==> src/rtl/axis_rr_arbiter.sv <==
// Packet-aware round-robin arbiter: merges N_PORTS AXI-Stream inputs onto one
// output through a one-entry register slice. Each grant is held until the
// granted port's tlast beat is accepted. Output beats carry their source port in m_tid.
module axis_rr_arbiter #(
    parameter int N_PORTS = 4,
    parameter int DATA_W  = 32,
    parameter int ID_W    = $clog2(N_PORTS)
) (
    input  logic                         clk,
    input  logic                         rst,
    input  logic [N_PORTS-1:0]           s_tvalid,
    output logic [N_PORTS-1:0]           s_tready,
    input  logic [N_PORTS*DATA_W-1:0]    s_tdata,
    input  logic [N_PORTS*DATA_W/8-1:0]  s_tkeep,
    input  logic [N_PORTS-1:0]           s_tlast,
    output logic                         m_tvalid,
    input  logic                         m_tready,
    output logic [DATA_W-1:0]            m_tdata,
    output logic [DATA_W/8-1:0]          m_tkeep,
    output logic                         m_tlast,
    output logic [ID_W-1:0]              m_tid,
    output logic [ID_W-1:0]              grant_idx,
    output logic                         busy
);
    localparam int KEEP_W = DATA_W / 8;

    typedef enum logic {ST_IDLE, ST_LOCKED} state_t;

    state_t              r_state, w_state_nxt;
    logic [ID_W-1:0]     r_ptr, w_ptr_nxt;
    logic [ID_W-1:0]     r_grant, w_grant_nxt;
    logic [ID_W-1:0]     w_winner;
    logic                w_found;

    logic                r_m_tvalid;
    logic [DATA_W-1:0]   r_m_tdata;
    logic [KEEP_W-1:0]   r_m_tkeep;
    logic                r_m_tlast;
    logic [ID_W-1:0]     r_m_tid;

    logic                w_out_free;
    logic                w_accept;
    logic                w_sel_valid;
    logic                w_sel_last;
    logic [DATA_W-1:0]   w_sel_data;
    logic [KEEP_W-1:0]   w_sel_keep;

    // The register slice can take a beat when empty or being drained this cycle
    assign w_out_free  = !r_m_tvalid || m_tready;
    assign w_sel_valid = s_tvalid[r_grant];
    assign w_sel_last  = s_tlast[r_grant];
    assign w_sel_data  = s_tdata[int'(r_grant)*DATA_W +: DATA_W];
    assign w_sel_keep  = s_tkeep[int'(r_grant)*KEEP_W +: KEEP_W];
    assign w_accept    = (r_state == ST_LOCKED) && w_sel_valid && w_out_free;

    // Round-robin search: first requesting port starting at r_ptr, wrapping modulo N_PORTS
    always_comb begin
        w_winner = '0;
        w_found  = 1'b0;
        for (int i = 0; i < N_PORTS; i++) begin
            if (!w_found && s_tvalid[(int'(r_ptr) + i) % N_PORTS]) begin
                w_found  = 1'b1;
                w_winner = ID_W'((int'(r_ptr) + i) % N_PORTS);
            end
        end
    end

    // Only the granted port sees ready; m_tready -> s_tready is the sole combinational path
    always_comb begin
        s_tready = '0;
        if (r_state == ST_LOCKED)
            s_tready[r_grant] = w_out_free;
    end

    // Next-state logic: lock on a winner, release after the tlast beat is accepted
    always_comb begin
        w_state_nxt = r_state;
        w_grant_nxt = r_grant;
        w_ptr_nxt   = r_ptr;
        case (r_state)
            ST_IDLE: begin
                if (w_found) begin
                    w_state_nxt = ST_LOCKED;
                    w_grant_nxt = w_winner;
                end
            end
            ST_LOCKED: begin
                if (w_accept && w_sel_last) begin
                    w_state_nxt = ST_IDLE;
                    w_ptr_nxt   = (r_grant == ID_W'(N_PORTS - 1)) ? '0 : r_grant + 1'b1;
                end
            end
            default: w_state_nxt = ST_IDLE;
        endcase
    end

    // Arbitration state registers
    always_ff @(posedge clk or posedge rst) begin
        if (rst) begin
            r_state <= ST_IDLE;
            r_ptr   <= '0;
            r_grant <= '0;
        end else begin
            r_state <= w_state_nxt;
            r_ptr   <= w_ptr_nxt;
            r_grant <= w_grant_nxt;
        end
    end

    // Output register slice: load on input accept, otherwise empty when drained
    always_ff @(posedge clk or posedge rst) begin
        if (rst) begin
            r_m_tvalid <= 1'b0;
            r_m_tdata  <= '0;
            r_m_tkeep  <= '0;
            r_m_tlast  <= 1'b0;
            r_m_tid    <= '0;
        end else if (w_accept) begin
            r_m_tvalid <= 1'b1;
            r_m_tdata  <= w_sel_data;
            r_m_tkeep  <= w_sel_keep;
            r_m_tlast  <= w_sel_last;
            r_m_tid    <= r_grant;
        end else if (m_tready) begin
            r_m_tvalid <= 1'b0;
        end
    end

    assign m_tvalid  = r_m_tvalid;
    assign m_tdata   = r_m_tdata;
    assign m_tkeep   = r_m_tkeep;
    assign m_tlast   = r_m_tlast;
    assign m_tid     = r_m_tid;
    assign grant_idx = r_grant;
    assign busy      = (r_state == ST_LOCKED);
endmodule

==> config.mk <==
export PLATFORM = sky130hd
export DESIGN_NAME = axis_rr_arbiter
export DESIGN_NICKNAME = d
export VERILOG_FILES = /design/src/rtl/axis_rr_arbiter.sv
export SDC_FILE = /design/constraint.sdc
export NUM_CORES = 1
export LEC_CHECK = 0
export ABC_CLOCK_PERIOD_IN_PS = 3600
export BUFFER_PORTS_ARGS = -buffer_cell sky130_fd_sc_hd__buf_4
export CAP_MARGIN = 20
export CORE_MARGIN = 4
export CORE_UTILIZATION = 45
export DETAILED_ROUTE_END_ITERATION = 6
export GPL_ROUTABILITY_DRIVEN = 0
export PLACE_DENSITY = 0.95
export RECOVER_POWER = 100
export REMOVE_ABC_BUFFERS = 1
export SYNTH_ARGS = -nofsm -noshare
export SYNTH_HDL_FRONTEND = slang
export SYNTH_SLANG_ARGS = --single-unit
==> constraint.sdc <==
create_clock -name clk -period 3.6 [get_ports clk]
set_clock_uncertainty 0.2 [all_clocks]
set_input_delay 0.18 -clock clk [delete_from_list [all_inputs] [get_ports clk]]
set_output_delay 0.18 -clock clk [all_outputs]
set_load 0.005 [all_outputs]
==> out/metrics.yaml <==
drt:
  drt_first_pass_iters: 4
  drtAntennaViolNets: 0
  routed_via_density: 5.28
  routed_wl_mm: 8.92
  first_iter_violations: 97
  drc: 0
  wire_per_inst_um: 17.5
  vias: 2692
placement:
  preCtsSetupSlack_ns: 0.947
  io_buffers: 201
  placed_cell_area_mm2: 0.00444
  hpwl_mm: 7.19
  dp.cells: 500
flow_run:
  cap_violations: 0
min_path:
  worstHoldStart: "s_tvalid[3]"
  hold_end: "grant_idx[1]$_DFFE_PP0P_"
  holdCritPathClass: "in2reg"
  whs_path_depth: 3
cells_and_area:
  multiInputGateArea_mm2: 0.00159
  layout_common_cells: "buf_4 (156), dfrtp_1 (44), clkbuf_4 (27)"
  n_fill_cell: 504
  fin_nets: 591
  fin_area_mm2: 0.00442
  fin_cells: 510
  register_area_mm2: 0.00113
  final_common_cell: "buf_4"
  insertedDiodeCount: 0
  area_growth_pct: 50.4
  drive_gt1_share_pct: 55.0
die:
  die_w_um: 88.8
  core-area_mm2: 0.00635
  die_area_mm2: 0.00789
  start_util_pct: 46.3
  std_cell_rows: 29
  io_pins: 202
  chipHeight_um: 88.8
timing:
  timing.fmax_mhz: 347
  fin_ws_ns: 0.716
  slew_headroom_pct: 28.0
  fin_crit_ns: 2.88
  grt_setup_unrepaired: "no"
  hold_violations: 0
  fin_setup_tns_ns: 0
  worstMarginPinSlew_ns: 1.08
  layout_worst_path_cycle_share_pct: 80.1
  setup_viol: 0
  drv_slew: 0
cts:
  cts_resized: 0
  ctsRootBufferMaster: "clkbuf_8"
  clock_path_buffers: 2
  clkTransAtPathRegs_ns: 0.09
  cts_setup_buffers: 0
  htreeDepth: 2
  cts_made_buffers: 5
  clock_sinks: 45
  insertion_delay_ns: 0.28
  cts_tree: "built"
power_and_ir_drop:
  total_power_mw: 2.86
  p_sw_share_pct: 37.0
  peakVddDrop_v: 0.000356
  seq_power_share_pct: 33.0
  power_frac_comb_pct: 55.3
  p_per_area_mw_per_mm2: 648
  leakage_nw: 2.10
  power_switching_mw: 1.06
  clock_power_share_pct: 11.7
  intPower_mw: 1.80
synthesis:
  synth-seq-cells: 45
  synth_area_leaders: "dfrtp_1 (38%), mux4_2 (18%), mux2_4 (9.2%)"
  ys_seq_area_share_pct: 38.3
  ys_warn_count: 0
  yosys.area.top_type_share_pct: 38.3
  postSynthAreaPerCell_um2: 12.3
  yosys.area.top_type: "dfrtp_1"
  syn_area_mm2: 0.00294
  synth.distinct_cells: 31
  synthCells: 238
critical_path:
  worstReg2RegEnd: "m_tdata[3]$_DFFE_PP0P_"
  r2r.worst_path.cells: 3
  cp_max_fo: 54
  worstSetupPathType: "reg2reg"
  critPathLaunchType: "flip-flop"
  arrival_ns: 2.85
  reg2reg_slack_ns: 0.72
  crit_path_end_kind: "flip-flop"
  required_ns: 3.56
  r2r-start: "grant_idx[0]$_DFFE_PP0P_"
global_route:
  gr-total-overflow: 0
  grt_max_degree: 55
  grt_pass1_vias: 2876
  antenna_found_initial: 0
  grt_first_pass_wirelength_mm: 13.7
  grt.total_usage_pct: 22.4
run_status:
  outcome: "finished, final reports clean"
==> layer usage <==
layer	vias up	wire length (um)	GRT usage, %
li1	1265	-	-
met1	1264	3180	25.9
met2	151	4610	39.8
met3	12	1000	7.82
met4	0	119	5.22
met5	-	0	0
==> cells by family (layout without fill, tap and decap cells) <==
group	after synthesis	count (layout)	share of synthesized area [%]
DFF	45	45	38.3
AOI/OAI and AO/OA	41	41	7.79
and+or+nand+nor	46	46	7.03
buffers and inverters	26	221	5.15
muxes	76	76	40.0
adders and majority gates	4	4	1.70
==> Yosys cell counts <==
master / number
dfrtp_1: 45
mux4_2: 24
nand2_1: 20
mux2_2: 19
mux2_4: 18
nor2_1: 17
o21ai_0: 17
a21oi_1: 16
mux2i_1: 15
inv_1: 8
clkbuf_1: 6
buf_2: 5
and3_1: 4
ha_1: 4
buf_4: 3
o221ai_1: 2
a21boi_0: 1
a21o_1: 1
a31o_2: 1
a32oi_1: 1
buf_12: 1
buf_6: 1
buf_8: 1
clkbuf_2: 1
nand2b_1: 1
nand3_4: 1
nand4_1: 1
nor4_1: 1
o22ai_1: 1
o31ai_1: 1
or3_1: 1
==> final cells by class <==
| class | instances | area share, % |
|---|---|---|
| inverters | 8 | 0.680 |
| multi-input cells | 167 | 35.9 |
| flip-flops and latches | 45 | 25.5 |
| clock inverters | 1 | 0.113 |
| repair buffers | 205 | 33.5 |
| clock buffers | 7 | 2.18 |
| well taps | 77 | 2.18 |
==> registers in the layout, indices dropped and copies added, names as in the netlist <==
signal / flops
m_tid: 2
grant_idx: 2
r_ptr: 2
m_tlast: 1
busy: 1
m_tkeep: 4
m_tdata: 32
m_tvalid: 1
==> power by group through the flow <==
stage | Combinational (mW) | Sequential [mW] | Clock (mW)
after floorplan | 1.04 | 1.04 | 0
final | 1.58 | 0.944 | 0.335
after global routing | 1.75 | 0.980 | 0.372
after detailed placement | 1.87 | 0.964 | 0
after CTS | 1.87 | 0.957 | 0.347
after global placement | 1.80 | 0.948 | 0
==> worst max-delay path by stage <==
stage                             start                       to  slack [ns]  depth (start not counted)
2_1_floorplan  grant_idx[0]$_DFFE_PP0P_  m_tdata[12]$_DFFE_PP0P_       -0.22                          3
3_3_place_gp   grant_idx[0]$_DFFE_PP0P_  m_tdata[13]$_DFFE_PP0P_        1.01                          3
3_5_place_dp   grant_idx[0]$_DFFE_PP0P_   m_tkeep[3]$_DFFE_PP0P_        0.95                          3
4_1_cts        grant_idx[0]$_DFFE_PP0P_              s_tready[2]        0.82                          5
5_1_grt        grant_idx[0]$_DFFE_PP0P_   m_tdata[9]$_DFFE_PP0P_        0.45                          3
6_report       grant_idx[0]$_DFFE_PP0P_   m_tdata[3]$_DFFE_PP0P_        0.72                          3
==> critical path, stage by stage, from the launching register on <==
cell and delay, ns:
dfrtp_2 0.69, mux4_2 0.36, nand3_2 0.82, mux2_1 0.68
==> what timing repair did <==
item                                    CTS  global route
hold endpoints to repair                 45             0
hold buffers                              1             0
endpoints found under the setup margin    0             0
==> per-stage QoR <==
| step | hold slack (ns) | util [%] |
|---|---|---|
| 6_report | 0.0367 | 69.6 |
| 5_1_grt | 0.0321 | 69.6 |
| 4_1_cts | 0.0212 | 71.6 |
| 3_5_place_dp | 0.256 | 69.9 |
| 3_3_place_gp | 0.239 | 69.9 |
| 2_1_floorplan | 0.181 | - |
Power figures use the tool's default switching activity.
